<file path="src/rtl/opcode_pkg.sv">
// Shared constants, prefix classes and FSM state type for the Z80 opcode-boundary tracker.
// OPCODE_RETN_EN: when defined, RETN and its ED-prefixed mirrors also count as ISR returns.
package opcode_pkg;

    localparam logic [2:0] PFX_NONE = 3'd0;
    localparam logic [2:0] PFX_CB   = 3'd1;
    localparam logic [2:0] PFX_ED   = 3'd2;
    localparam logic [2:0] PFX_DD   = 3'd3;
    localparam logic [2:0] PFX_FD   = 3'd4;
    localparam logic [2:0] PFX_DDCB = 3'd5;
    localparam logic [2:0] PFX_FDCB = 3'd6;

    localparam logic [7:0] OP_CB   = 8'hCB;
    localparam logic [7:0] OP_ED   = 8'hED;
    localparam logic [7:0] OP_DD   = 8'hDD;
    localparam logic [7:0] OP_FD   = 8'hFD;
    localparam logic [7:0] OP_RETI = 8'h4D;
    localparam logic [7:0] OP_RETN = 8'h45;

    typedef enum logic [2:0] {
        StNormal,
        StPrefixCb,
        StPrefixEd,
        StPrefixIx,
        StPrefixIy
    } state_t;

    // Second byte of an ED-prefixed instruction that returns from an ISR.
    function automatic logic is_isr_return(input logic [7:0] b);
`ifdef OPCODE_RETN_EN
        // 01xx x101 covers RETN (45), RETI (4D) and the mirrors 55/5D/65/6D/75/7D.
        return (b[7:6] == 2'b01) && (b[2:0] == 3'b101) && (b != OP_RETN || b == OP_RETN);
`else
        return b == OP_RETI;
`endif
    endfunction

endpackage

</file>
<file path="src/rtl/bus_sync.sv">
// Multi-stage synchroniser for one asynchronous, active-low bus strobe; resets to idle (1).
module bus_sync #(
    parameter int unsigned STAGES = 2
) (
    input  logic i_clk,
    input  logic i_rst,
    input  logic i_async,
    output logic o_sync
);

    logic [STAGES-1:0] r_chain;

    always_ff @(posedge i_clk) begin
        if (i_rst) begin
            r_chain <= '1;
        end else begin
            r_chain <= {r_chain[STAGES-2:0], i_async};
        end
    end

    assign o_sync = r_chain[STAGES-1];

endmodule

</file>
<file path="src/rtl/opcode_tracker.sv">
// Z80 opcode-boundary tracker: classifies M1 cycles, follows prefix chains, tracks ISR depth.
// OPCODE_RETN_EN (see opcode_pkg): also treat RETN and its mirrors as ISR returns.
module opcode_tracker
    import opcode_pkg::*;
#(
    parameter int unsigned SYNC_STAGES = 2,
    parameter int unsigned DEPTH_W     = 3
) (
    input  logic               i_clk,
    input  logic               i_rst,
    input  logic [7:0]         i_data,
    input  logic               i_m1_n,
    input  logic               i_mreq_n,
    input  logic               i_iorq_n,
    input  logic               i_rd_n,
    output logic               o_at_boundary,
    output logic               o_insn_done,
    output logic [7:0]         o_opcode,
    output logic [2:0]         o_prefix,
    output logic               o_int_ack,
    output logic [DEPTH_W-1:0] o_isr_depth,
    output logic               o_isr_exit
);

    localparam logic [DEPTH_W-1:0] DEPTH_MAX = '1;

    logic w_m1_n;
    logic w_mreq_n;
    logic w_iorq_n;
    logic w_rd_n;

    bus_sync #(.STAGES(SYNC_STAGES)) u_sync_m1 (
        .i_clk(i_clk), .i_rst(i_rst), .i_async(i_m1_n), .o_sync(w_m1_n));
    bus_sync #(.STAGES(SYNC_STAGES)) u_sync_mreq (
        .i_clk(i_clk), .i_rst(i_rst), .i_async(i_mreq_n), .o_sync(w_mreq_n));
    bus_sync #(.STAGES(SYNC_STAGES)) u_sync_iorq (
        .i_clk(i_clk), .i_rst(i_rst), .i_async(i_iorq_n), .o_sync(w_iorq_n));
    bus_sync #(.STAGES(SYNC_STAGES)) u_sync_rd (
        .i_clk(i_clk), .i_rst(i_rst), .i_async(i_rd_n), .o_sync(w_rd_n));

    logic w_fetch;
    logic w_ack;
    logic w_m1_rise;

    state_t             r_state;
    logic               r_m1_prev;
    logic               r_seen_fetch;
    logic               r_seen_ack;
    logic [7:0]         r_data;
    logic               r_at_boundary;
    logic               r_insn_done;
    logic [7:0]         r_opcode;
    logic [2:0]         r_prefix;
    logic               r_int_ack;
    logic [DEPTH_W-1:0] r_isr_depth;
    logic               r_isr_exit;

    assign w_fetch   = !w_m1_n && !w_mreq_n && !w_rd_n;
    assign w_ack     = !w_m1_n && !w_iorq_n;
    assign w_m1_rise = w_m1_n && !r_m1_prev;

    always_ff @(posedge i_clk) begin
        if (i_rst) begin
            r_state       <= StNormal;
            r_m1_prev     <= 1'b1;
            r_seen_fetch  <= 1'b0;
            r_seen_ack    <= 1'b0;
            r_data        <= 8'h00;
            r_at_boundary <= 1'b1;
            r_insn_done   <= 1'b0;
            r_opcode      <= 8'h00;
            r_prefix      <= PFX_NONE;
            r_int_ack     <= 1'b0;
            r_isr_depth   <= '0;
            r_isr_exit    <= 1'b0;
        end else begin
            r_insn_done <= 1'b0;
            r_int_ack   <= 1'b0;
            r_isr_exit  <= 1'b0;
            r_m1_prev   <= w_m1_n;
            if (w_fetch) begin
                r_data <= i_data;
            end
            // Qualification is remembered across the M1 cycle and consumed by its rising edge.
            if (w_m1_rise) begin
                r_seen_fetch <= 1'b0;
                r_seen_ack   <= 1'b0;
            end else begin
                if (w_fetch) r_seen_fetch <= 1'b1;
                if (w_ack)   r_seen_ack   <= 1'b1;
            end

            if (w_m1_rise && r_seen_ack) begin
                r_int_ack <= 1'b1;
                if (r_isr_depth != DEPTH_MAX) begin
                    r_isr_depth <= r_isr_depth + 1'b1;
                end
            end else if (w_m1_rise && r_seen_fetch) begin
                unique case (r_state)
                    StNormal: begin
                        if (r_data == OP_CB || r_data == OP_ED ||
                            r_data == OP_DD || r_data == OP_FD) begin
                            r_at_boundary <= 1'b0;
                            r_state       <= (r_data == OP_CB) ? StPrefixCb :
                                             (r_data == OP_ED) ? StPrefixEd :
                                             (r_data == OP_DD) ? StPrefixIx : StPrefixIy;
                        end else begin
                            r_at_boundary <= 1'b1;
                            r_insn_done   <= 1'b1;
                            r_opcode      <= r_data;
                            r_prefix      <= PFX_NONE;
                        end
                    end
                    StPrefixCb, StPrefixEd: begin
                        r_state       <= StNormal;
                        r_at_boundary <= 1'b1;
                        r_insn_done   <= 1'b1;
                        r_opcode      <= r_data;
                        r_prefix      <= (r_state == StPrefixCb) ? PFX_CB : PFX_ED;
                        if (r_state == StPrefixEd && is_isr_return(r_data) &&
                            r_isr_depth != '0) begin
                            r_isr_depth <= r_isr_depth - 1'b1;
                            r_isr_exit  <= 1'b1;
                        end
                    end
                    StPrefixIx, StPrefixIy: begin
                        if (r_data == OP_DD) begin
                            r_state <= StPrefixIx;
                        end else if (r_data == OP_FD) begin
                            r_state <= StPrefixIy;
                        end else if (r_data == OP_ED) begin
                            r_state <= StPrefixEd;
                        end else begin
                            // DD/FD-CB ends the M1 sequence; displacement and opcode are plain reads.
                            r_state       <= StNormal;
                            r_at_boundary <= 1'b1;
                            r_insn_done   <= 1'b1;
                            r_opcode      <= r_data;
                            if (r_data == OP_CB) begin
                                r_prefix <= (r_state == StPrefixIx) ? PFX_DDCB : PFX_FDCB;
                            end else begin
                                r_prefix <= (r_state == StPrefixIx) ? PFX_DD : PFX_FD;
                            end
                        end
                    end
                    default: begin
                        r_state       <= StNormal;
                        r_at_boundary <= 1'b1;
                    end
                endcase
            end
        end
    end

    assign o_at_boundary = r_at_boundary;
    assign o_insn_done   = r_insn_done;
    assign o_opcode      = r_opcode;
    assign o_prefix      = r_prefix;
    assign o_int_ack     = r_int_ack;
    assign o_isr_depth   = r_isr_depth;
    assign o_isr_exit    = r_isr_exit;

endmodule

</file>
<file path="config.mk">
export PLATFORM = sky130hd
export DESIGN_NAME = opcode_tracker
export DESIGN_NICKNAME = d
export VERILOG_FILES = /design/src/rtl/opcode_pkg.sv /design/src/rtl/bus_sync.sv /design/src/rtl/opcode_tracker.sv
export SDC_FILE = /design/constraint.sdc
export NUM_CORES = 1
export LEC_CHECK = 0
export ABC_AREA = 0
export CAP_MARGIN = 20
export CORE_ASPECT_RATIO = 2
export CORE_MARGIN = 1.5
export CORE_UTILIZATION = 49
export CTS_BUF_LIST = sky130_fd_sc_hd__clkbuf_2
export DETAILED_ROUTE_END_ITERATION = 10
export PLACE_DENSITY = 0.78
export SYNTH_ARGS = -nofsm -noshare
export SYNTH_HDL_FRONTEND = slang
export SYNTH_SLANG_ARGS = --single-unit
</file>
<file path="constraint.sdc">
create_clock -name i_clk -period 1.65 [get_ports i_clk]
set_input_delay 0.2475 -clock i_clk [delete_from_list [all_inputs] [get_ports i_clk]]
set_output_delay 0.2475 -clock i_clk [all_outputs]
set_load 0.02 [all_outputs]
</file>
# [After elaboration in Yosys (flattened, before gate mapping)]
# Cells that the tools add are included.
[word_totals] in_bits=14 out_inout_bits=18 latchBits=0 regBits=40 n_memories=0 word_cells=106 ramBits=0 rom_bits=0
[op_classes] bitwise=3 n_reduce_logical=31 div=0 n_mux=38 n_lt_le_gt_ge=0 eq_ne=16 mul=0 add_sub_neg=2 shift=0
[op_table] operator="$mux 3" count=17
[op_table] operator="$eq 8x8->1 const B" count=4
[op_table] operator="$mux 8" count=4
[op_table] operator="$pmux 8 s3" count=1
[op_table] operator="$ne 2x2->1 const B" count=5
[op_table] operator="$mux 1" count=9
[op_table] operator="$pmux 3 s3" count=1
[op_table] operator="$eq 8x7->1 const B" count=1
[op_table] operator="$logic_and 1x1->1" count=8
[op_table] operator="$reduce_and 7->1" count=1
[op_table] operator="$eq 3x2->1 const B" count=2
[op_table] operator="$mux 2" count=3
[op_table] operator="$pmux 3 s2" count=1
[op_table] operator="$reduce_bool 2->1" count=3
[op_table] operator="$reduce_bool 3->1" count=2
[op_table] operator="$reduce_or 2->1" count=3
[op_table] operator="$logic_not 1->1" count=5
[op_table] operator="$reduce_and 5->1" count=1
[op_table] operator="$reduce_and 4->1" count=1
[op_table] operator="$reduce_or 4->1" count=1
[op_table] operator="$add 3x1->3 const B" count=1
[op_table] operator="$eq 3x1->1 const B" count=1
[op_table] operator="$eq 3x3->1 const B" count=1
[op_table] operator="$logic_not 3->1" count=1
[op_table] operator="9 further kinds" count=13

# [Longest topological paths before layout]
[logic_depth] word_depth=7 mapped_depth=6 depth_no_buf=5

# [Modules after synthesis]
# From an unflattened synthesis, not the netlist that was laid out.
[hier_totals] cells_unflattened=200 area_unflattened_um2=1811.7
[by_module_without_submodules] module="opcode_tracker" seq_area_each_um2=640.6 instances=1 area_each_um2=1601.5 cells_per_inst=184
[by_module_without_submodules] module="bus_sync" seq_area_each_um2=40.0 instances=4 area_each_um2=52.6 cells_per_inst=4

# [Worst setup path before layout]
# Ideal clock, no wire load.
[synth_path] path_type="register to register" start="reg u_sync_m1.r_chain[1]" end="reg r_isr_depth[2] (netlist: o_isr_depth[2])" setup_time_ns=0.121 t_arrival_ns=1.576 required_ns=1.529 n_path_buf=1 stages_incl_launch_ff=7 slack_ns=-0.047 synth_period_minus_slack_ns=1.697 path_cell_list="dfxtp_1 > buf_2 > nand3b_1 > fa_1 > xor2_1 > o211ai_1 > mux2_2"
[synth_via] elab_chain_len=4 elab_cells_between_ends=9 cone_classes="1 x eq/ne; 1 x mux; 7 x reduce/logical"
[synth_lines] item="start, declared" line="bus_sync.sv:11" source="logic [STAGES-1:0] r_chain;"
[synth_lines] item="start signal, assigned" line="bus_sync.sv:17" source="r_chain <= {r_chain[STAGES-2:0], i_async};"
[synth_lines] item="$logic_and 1x1->1 (*)" line="opcode_tracker.sv:60" source="assign w_m1_rise = w_m1_n && !r_m1_prev;"
[synth_lines] item="$logic_and 1x1->1, on equally long branches" line="opcode_tracker.sv:93, opcode_tracker.sv:98"
[synth_lines] item="$ne 2x1->1 (no source line) / $reduce_bool 2->1 (equally long branches)"
[synth_lines] item="$reduce_and 4->1 (no source line)"
[synth_lines] item="end signal, assigned" line="opcode_tracker.sv:96" source="r_isr_depth <= r_isr_depth + 1'b1;"
[synth_lines] item="end signal, assigned" line="opcode_tracker.sv:122" source="r_isr_depth <= r_isr_depth - 1'b1;"
[synth_lines] item="end, declared" line="opcode_tracker.sv:55" source="logic [DEPTH_W-1:0] r_isr_depth;"
# Every way passes the cells marked *; elsewhere a longest branch is shown, timed or not.
# A chain may end at the register's enable or synchronous reset.

# [Worst setup path in the final report]
[layout_path] start="reg r_m1_prev" end="reg r_isr_depth[2] (netlist: o_isr_depth[2])"
[layout_via] elab_chain_len=5 elab_cells_between_ends=10 cone_classes="1 x eq/ne; 1 x mux; 8 x reduce/logical"
[layout_lines] item="start, declared" line="opcode_tracker.sv:46" source="logic r_m1_prev;"
[layout_lines] item="start signal, assigned" line="opcode_tracker.sv:80" source="r_m1_prev <= w_m1_n;"
[layout_lines] item="$logic_not 1->1 (*)" line="opcode_tracker.sv:60"
[layout_lines] item="$logic_and 1x1->1 (*)" line="opcode_tracker.sv:60"
[layout_lines] item="$logic_and 1x1->1, on equally long branches" line="opcode_tracker.sv:93, opcode_tracker.sv:98"
[layout_lines] item="$ne 2x1->1 (no source line) / $reduce_bool 2->1 (equally long branches)"
[layout_lines] item="$reduce_and 4->1 (no source line)"
# Marks and branches as above.

==> flow_metrics.env <==
export IMPL_synth_cell_types=54
export IMPL_hold_path_class="input port to register"
export IMPL_initial_core_util=0.509
export IMPL_die_area_um2=4100
export IMPL_cts_tree="built"
export IMPL_ctsHtreeMaxLevel=2
export IMPL_end_kind="register"
export IMPL_cp_arrival_ps=1900
export IMPL_placed_cell_area_um2=2290
export IMPL_cts_buffer_depth=2
export IMPL_place_gp_congestion=0.896
export IMPL_pwr_density_cell_nw_per_um2=687
export IMPL_routedWlPerCell_um=13.9
export IMPL_post_synth_cell_area_avg_um2=8.91
export IMPL_std_cell_rows=31
export IMPL_cts_hold_buf=0
export IMPL_synth_edf_count=0
export IMPL_critPathLaunchType="register"
export IMPL_final_area_um2=2380
export IMPL_crit_fanout=4
export IMPL_crit_family="flip-flops"
export IMPL_area_growth_pct=31.2
export IMPL_cts_sinks=40
export IMPL_fillCellCount=315
export IMPL_final_nets=262
export IMPL_grt_pass1_vias=1587
export IMPL_drive_gt1_frac=0.226
export IMPL_syn_area_um2=1820
export IMPL_fmax_ghz=0.628
export IMPL_ys_seq_area_frac=0.441
export IMPL_worstSetupPathType="register to register"
export IMPL_rsz0062_at_grt="true"
export IMPL_synth_warning_count=0
export IMPL_synth_seq_cells=40
export IMPL_clk_pin_slew_ps=210
export IMPL_die_w_um=46.1
export IMPL_synth_fp_nets=219
export IMPL_max_cap_viol_count=0
export IMPL_finalMaxSlewViolations=0
export IMPL_cp_slowest_cell="dfxtp_2"
export IMPL_via_count=1593
export IMPL_leakage_nw=1.04
export IMPL_reg2reg_slack_ps=60
export IMPL_io_pins=32
export IMPL_routed_via_density=5.36
export IMPL_cp_required_ps=1960
export IMPL_grt_usage=0.228
export IMPL_detail_route_antenna_nets=0
export IMPL_ir_worst_vdd_mv=0.699
export IMPL_clkLatencyLatePin_ps=400
export IMPL_max_stage_delay_ps=370
export IMPL_tightest_slew_ps=436
export IMPL_drt_iter0_markers=29
export IMPL_setup_violations_final=0
export IMPL_n_antenna_cell=0
export IMPL_synthArstFlopShare=0
export IMPL_slew_headroom=0.707
export IMPL_globalRouteOverflowTotal=0
export IMPL_totalWireLength_mm=4.14
export IMPL_post_cts_buffers=0
export IMPL_finalCritPeriodShare=0.966
export IMPL_hold_viol_final=0
export IMPL_power_share_clock=0.355
export IMPL_power_frac_comb=0.045
export IMPL_crit_chain="nand3b_1, fa_2, xor2_1, o211ai_1, mux2_2"
export IMPL_place_hpwl_mm=3.14
export IMPL_die_h_um=89.1
export IMPL_period_minus_slack_ps=1590
export IMPL_path_buf_inv=0
export IMPL_route_detailed_drc=0
export IMPL_switching_share=0.220
export IMPL_status="finished clean"
export IMPL_core_area_um2=3570
export IMPL_p_switching_mw=0.360
export IMPL_cts_inserted_buffers=5
export IMPL_fin_skew_ps=20.0
export IMPL_port_buffers=31
export IMPL_antenna_found_initial=0
export IMPL_internal_power_mw=1.28
export IMPL_root_buffer="clkbuf_2"
export IMPL_p_total_mw=1.64
export IMPL_seq_power_share=0.600
export IMPL_grt_pass1_wl_mm=6.77
export IMPL_synth_ff_type="dfxtp_1"
export IMPL_grt_start_max_net_pins=31
export IMPL_synth_cells=204
export IMPL_drtPass1Iterations=4
-- Yosys cell counts (all sizes together) (3+ instances only) --
| master | n | area share |
|---|---|---|
| buf | 6 | 0.021 |
| or2 | 10 | 0.036 |
| nor2 | 9 | 0.019 |
| dfxtp | 40 | 0.44 |
| a21oi | 18 | 0.056 |
| clkbuf | 7 | 0.015 |
| o21ai | 5 | 0.014 |
| mux2i | 8 | 0.044 |
| nor3 | 4 | 0.011 |
| nor4b | 3 | 0.023 |
| and3 | 3 | 0.010 |
| nand3 | 4 | 0.011 |
| nor2b | 5 | 0.017 |
| nand2 | 39 | 0.081 |
-- routing by layer --
metal	part of all wire	global-route usage	up-vias
met1	0.37	0.220	726
met3	0.028	0.0424	15
li1	-	-	805
met4	0.042	0.145	0
met5	0	0	-
met2	0.56	0.413	47
-- cells by family (layout without fill, tap and decap cells) --
logic type	count (synthesis)	in the layout	synth area share
AO/OA/AOI/OAI	39	39	0.149
XOR/XNOR	3	3	0.0145
adder cells (fa/ha/maj)	1	1	0.0110
buffers and inverters	15	59	0.0399
flip-flops	40	40	0.441
multiplexers	10	10	0.0565
AND/OR/NAND/NOR	96	96	0.289
-- layout by cell type, fill, tap and decap left out, drive strengths merged, types with 3 or more instances in the layout --
cell type,count
nor2b,5
a21oi,18
nand3,4
or2,10
o21ai,5
and3,3
nand2,39
nor2,9
nor3,4
clkbuf,5
mux2i,8
dlygate4sd2,9
dlymetal6s2s,9
dfxtp,40
buf,18
clkdlybuf4s50,13
nor4b,3
-- power by group through the flow --
stage	sequential [mW]	combinational, mW	clock [mW]
final	0.983	0.0733	0.581
after CTS	0.983	0.0738	0.596
after floorplan	1.00	0.0305	0
after global routing	0.985	0.0788	0.637
after detailed placement	1.00	0.0735	0
after global placement	1.00	0.0734	0
-- what timing repair did --
action | 4_1_cts | 5_1_grt
setup endpoints to repair | 9 | 17
resized for setup | 9 | 19
hold endpoints to repair | 0 | 0
pin swaps | 0 | 3
-- area by class of cell --
| type | count | area [um^2] | area share |
|---|---|---|---|
| well taps | 49 | 61.3 | 0.0257 |
| clock buffers | 5 | 25.0 | 0.0105 |
| inverters | 2 | 7.51 | 0.00315 |
| multi-input cells | 149 | 955 | 0.401 |
| flip-flops and latches | 40 | 811 | 0.340 |
| repair buffers | 49 | 482 | 0.202 |
| clock inverters | 3 | 42.5 | 0.0178 |
-- final timing paths --
path                   startpoint  cells past startpoint                    to
min reg2reg  u_sync_rd.r_chain[0]                      1  u_sync_rd.r_chain[1]
max                     r_m1_prev                      5        o_isr_depth[2]
max reg2reg             r_m1_prev                      5        o_isr_depth[2]
min                     i_data[6]                      3             r_data[6]
-- worst reg2reg max path, delay by kind of cell (launching register included) --
family / cells / cell delay, ps
adder cells (fa/ha/maj): 1 / 360
multiplexers: 1 / 350
flip-flops: 1 / 370
AND/OR/NAND/NOR: 1 / 200
AO/OA/AOI/OAI: 1 / 100
XOR/XNOR: 1 / 150
-- through the flow --
stage                     setup WS (ps)  hold slack (ps)  utilization  setup TNS, ps  instances
after detailed placement           43.0              394        0.641              0        289
after global routing              -30.0              333        0.668          -64.8        297
after global placement             73.3              396        0.641              0        289
after CTS                          5.33              345        0.657              0        297
final                              56.7              358        0.668              0        297
after floorplan                   0.677              351            -              0        204
-- flip-flops by register name, indices dropped and copies added, names as in the netlist, 3 cells and up --
register and count:
o_opcode 8, o_isr_depth 3, r_state 3, o_prefix 3, r_data 8
Note: power is estimated with default switching activity, not from simulation.
==> RTL change 1 (same settings) <==
The parameter `DEPTH_W` goes from 3 to 6.
--- a/src/rtl/opcode_tracker.sv
+++ b/src/rtl/opcode_tracker.sv
@@ -6,3 +6,3 @@
     parameter int unsigned SYNC_STAGES = 2,
-    parameter int unsigned DEPTH_W     = 3
+    parameter int unsigned DEPTH_W     = 6
 ) (
Ports: changed (resized o_isr_depth); port bits go from 32 to 35. The function was not compared with the original's and may differ.
==> RTL change 1 against the unedited design <==
The flow now finishes with violations (setup timing); clock power shrank 21%; synthesized area grew 12%; synthesized cell count grew 18%; design area grew 36%; sequential cell count grew 3; routed wire length grew 46%; worst setup slack lost 0.28 ns; power shrank 2.4%.
==> RTL change 1: results (changes against the unedited design) <==
dpl hpwl 4.080 mm (was 3.143 mm); violations in the final reports setup timing; CP startpoint u_sync_m1.r_chain[1] (was r_m1_prev); Leak Pwr 0.001345 µW (was 0.001040 µW); area taken by multi-input logic gates 0.001383 mm² (was 954.7 µm²); outcome complete, but fails checks (was finished, final reports clean); origin of the critical flop-to-flop path u_sync_m1.r_chain[1] (was r_m1_prev); Cell Area, Placed 0.002805 mm² (was 0.002287 mm²); synth top area cells dfxtp_1, a21oi_1, nand2_1 (was dfxtp_1, nand2_1, a21oi_1); Data buffer area share 0.2630 (was 0.2021); Total Routing Usage GR 0.2559 (was 0.2283); Seq area share 0.2700 (was 0.3402); combinational fraction of design power 0.052 (was 0.045); vias in the first global route 2114 (was 1587); dpl ws -0.2371 ns (was 0.04305 ns); Die Width 48.59 µm (was 46.06 µm); compound-cell area share of the yosys netlist 0.2193 (was 0.1488); total power per unit cell area 493.0 mW/mm² (was 686.9 mW/mm²); Final #Nets 349 (was 262); worst reg2reg endpoint o_isr_depth[5] (was o_isr_depth[2]); first-pass GRT wire length 9.087 mm (was 6.768 mm); Hold Path Sink r_data[0] (was r_data[6]); largest net degree at the start of global routing 45 (was 31); worst hold path startpoint i_data[0] (was i_data[6]); final setup fails 17 (was 0); post-route setup slack -0.2213 ns (was 0.05669 ns); Non-Filler Instances 383 (was 297); Routed met2 length 3.480 mm (was 2.308 mm); Synth Area in Adders 0.03440 (was 0.01102); Inverters 6 (was 2)
## RTL change 1: changes by cell type after synthesis, sizes merged, moves of 5 or more
cell	change
o21ai	+13
nand2	-10
nand3	+10
a21oi	+9
nor2	+8
mux2i	-6
nor3	+5
## RTL change 1: how the worst max path moves through the flow
stage / to / slack [ns] / cells after the start
floorplan: o_isr_depth[5] / -0.21 / 8
global placement: o_isr_depth[5] / -0.18 / 8
detailed placement: o_isr_depth[5] / -0.24 / 7
CTS: o_isr_depth[5] / -0.25 / 8
global route: o_isr_depth[5] / -0.30 / 8
finish: o_isr_depth[5] / -0.22 / 8
## RTL change 1: what timing repair did
action	in CTS	in global routing
pin swaps	17	23
cloned	1	0
resized for setup	47	51
endpoints found under the setup margin	30	27
setup buffers	5	8
## RTL change 1: worst max-delay path: stages (launching register included)
cell and delay, ns:
dfxtp_2 0.38, nor2b_4 0.16, nand2_4 0.09, ha_4 0.23
a211oi_2 0.23, nor2_2 0.09, nor3_2 0.13, a2bb2oi_2 0.14
mux2_2 0.33
==> RTL change 2 (same flow settings) <==
Made on the original files. Reset style: asynchronous (`i_rst`), changed in 2 clocked blocks.
--- a/src/rtl/bus_sync.sv
+++ b/src/rtl/bus_sync.sv
@@ -12,3 +12,3 @@
 
-    always_ff @(posedge i_clk) begin
+    always_ff @(posedge i_clk or posedge i_rst) begin
         if (i_rst) begin
--- a/src/rtl/opcode_tracker.sv
+++ b/src/rtl/opcode_tracker.sv
@@ -61,3 +61,3 @@
 
-    always_ff @(posedge i_clk) begin
+    always_ff @(posedge i_clk or posedge i_rst) begin
         if (i_rst) begin
Function: differs if i_rst is asserted again (counterexample within 10 cycles, from zero or initial values and one cycle with i_rst high); with i_rst held inactive, the same outputs for 10 cycles.
==> RTL change 2 against the unedited design <==
The flow now finishes with violations (setup timing); routed wire length is 14% lower; sequential cell count stayed put; global-route usage is 1.7 points lower; synthesized area is 4.5% lower; design area is 1.0% higher; worst setup slack worse by 0.15 ns; highest routed layer unchanged.
Power is not compared: it rests on default switching activity, and its combinational part moved more than twofold at a synthesized area within 25%.
==> RTL change 2: results (changes against the unedited design) <==
Cell Area, Placed 0.002301 mm² (was 0.002287 mm²); peak supply drop 0.0009965 V; Vias/cell 5.505 (was 5.364); sequential fraction of the synthesis area 0.5844 (was 0.4408); Critical-path top delay cell dfstp_2 (was dfxtp_2); dpl hpwl 2.648 mm (was 3.143 mm); post-route setup slack -0.09350 ns (was 0.05669 ns); worst-path fanout max 5 (was 4); largest net degree at the start of global routing 41 (was 31); Post-DRT Antenna Nets 0 (unchanged); ant diodes 0 (unchanged); top cells by count, synth dfrtp_1, dfstp_2, mux2_2 (was dfxtp_1, nand2_1, a21oi_1); Distinct cells, synth 39 (was 54); slew margin rel. 0.7669 (was 0.7068); synth top area cells dfrtp_1, dfstp_2, mux2_4 (was dfxtp_1, nand2_1, a21oi_1); switching part of the total power 0.3297; met1 wire length 1.317 mm (was 1.540 mm); final setup fails 13 (was 0); YS warnings 0 (unchanged); Mapped Nets 138 (was 219); Inst Count DP 213 (was 289); violations in the final reports setup timing; clk buf depth 2 (unchanged); gpl congestion 0.8372 (was 0.8961); proportion of layout cells with a drive suffix above 1 0.4368 (was 0.2258); Routed met2 length 2.030 mm (was 2.308 mm); Arr. time, crit path 2.04 ns (was 1.90 ns); worst reg2reg path depth 5 (unchanged); FFs w/ async S/R, synth 1.000 (was 0); Leak Pwr 0.001167 µW; initial antenna violation count 0 (unchanged); cts bufs inserted 5 (unchanged); vias post-DR 1222 (was 1593); Max Clock Skew 0.01341 ns (was 0.02003 ns); Total Routing Usage GR 0.2108 (was 0.2283); wire per inst 15.97 µm (was 13.95 µm); Post-Synthesis Cells 123 (was 204); largest incremental delay on the critical path 0.60 ns (was 0.37 ns); Iter 0 DRT Violations 29 (unchanged); CTS clk-pin slew, worst paths 0.19 ns (was 0.21 ns); Hold Crit Class input pin to async pin (was input pin to register); Clock Latency Late Sink 0.39 ns; vias in the first global route 1312 (was 1587); first-pass GRT wire length 5.920 mm (was 6.768 mm); Final #Nets 204 (was 262); root cell of the clock tree clkbuf_2 (unchanged); WL met3 111 µm (was 117 µm); outcome complete, but fails checks (was finished, final reports clean)
[RTL change 2: changes by cell type after synthesis, moves of 4 or more]
cell / change
a21oi_1: -13
clkbuf_1: -6
dfrtp_1: +30
dfstp_2: +10
dfxtp_1: -40
mux2_2: +8
mux2_4: +9
mux2i_1: -8
nand2_1: -32
nand3_1: -4
nor2_1: -5
nor2b_1: -4
or2_2: -9
[RTL change 2: area by class of cell]
class	instances	area, µm²
Clock buffer	5	25.02
Clock inverter	3	37.54
Fill cell	250	969.7
Inverter	5	18.77
Multi-Input combinational cell	76	728.2
Sequential cell	40	1015
Tap cell	32	40.04
Timing Repair Buffer	61	544.3
[RTL change 2: power by group through the flow]
stage | registers, µW | logic [µW] | clock network [µW]
floorplan | 1560 | 414 | 0
global placement | 1390 | 1110 | 0
detailed placement | 1400 | 1130 | 0
CTS | 1380 | 1050 | 582
global route | 1410 | 1140 | 617
finish | 1380 | 1060 | 555
[RTL change 2: layer usage]
metal,track usage,vias up
li1,-,580
met1,0.2335,606
met2,0.3636,28
met3,0.04772,8
met4,0.09893,0
met5,0,-
[RTL change 2: critical path: cells and delay by family (launching register included)]
kind	cells	cell delay [ns]
buffers and inverters	2	0.28
muxes	1	0.33
AOI/OAI and AO/OA	1	0.20
and+or+nand+nor	1	0.25
DFF	1	0.60
[RTL change 2: cell families (layout without fill, tap and decap cells)]
family	after synthesis	in the layout	synth area share
mux	19	19	0.1429
flops	40	40	0.5844
buf+inv	7	74	0.02165
compound gates	22	22	0.09596
simple gates	30	30	0.1234
xor+xnor	4	4	0.02021
fa+ha+maj	1	1	0.01154
[RTL change 2: per-stage QoR]
step,setup TNS (ns),worst slack [ns]
global placement,-0.1237,-0.02865
floorplan,-0.7810,-0.08925
detailed placement,-0.6362,-0.06420
finish,-0.9586,-0.09350
CTS,-0.6875,-0.06542
global route,-1.877,-0.1491
[RTL change 2: final timing paths]
check	from	endpoint	slack (ns)
min reg2reg	u_sync_iorq.r_chain[0]	u_sync_iorq.r_chain[1]	0.37
min	i_rst	r_seen_ack	0.16
max reg2reg	u_sync_m1.r_chain[1]	o_opcode[4]	-0.09
min in group i_clk	i_mreq_n	u_sync_mreq.r_chain[0]	0.25
max	u_sync_m1.r_chain[1]	o_opcode[4]	-0.09
max in group asynchronous	i_rst	o_at_boundary	1.21
[RTL change 2: repair_timing]
action | 4_1_cts | 5_1_grt
pin swaps | 2 | 0
setup endpoints to repair | 29 | 21
buffers inserted | 1 | 0
resized for setup | 19 | 12
gates cloned | 0 | 0
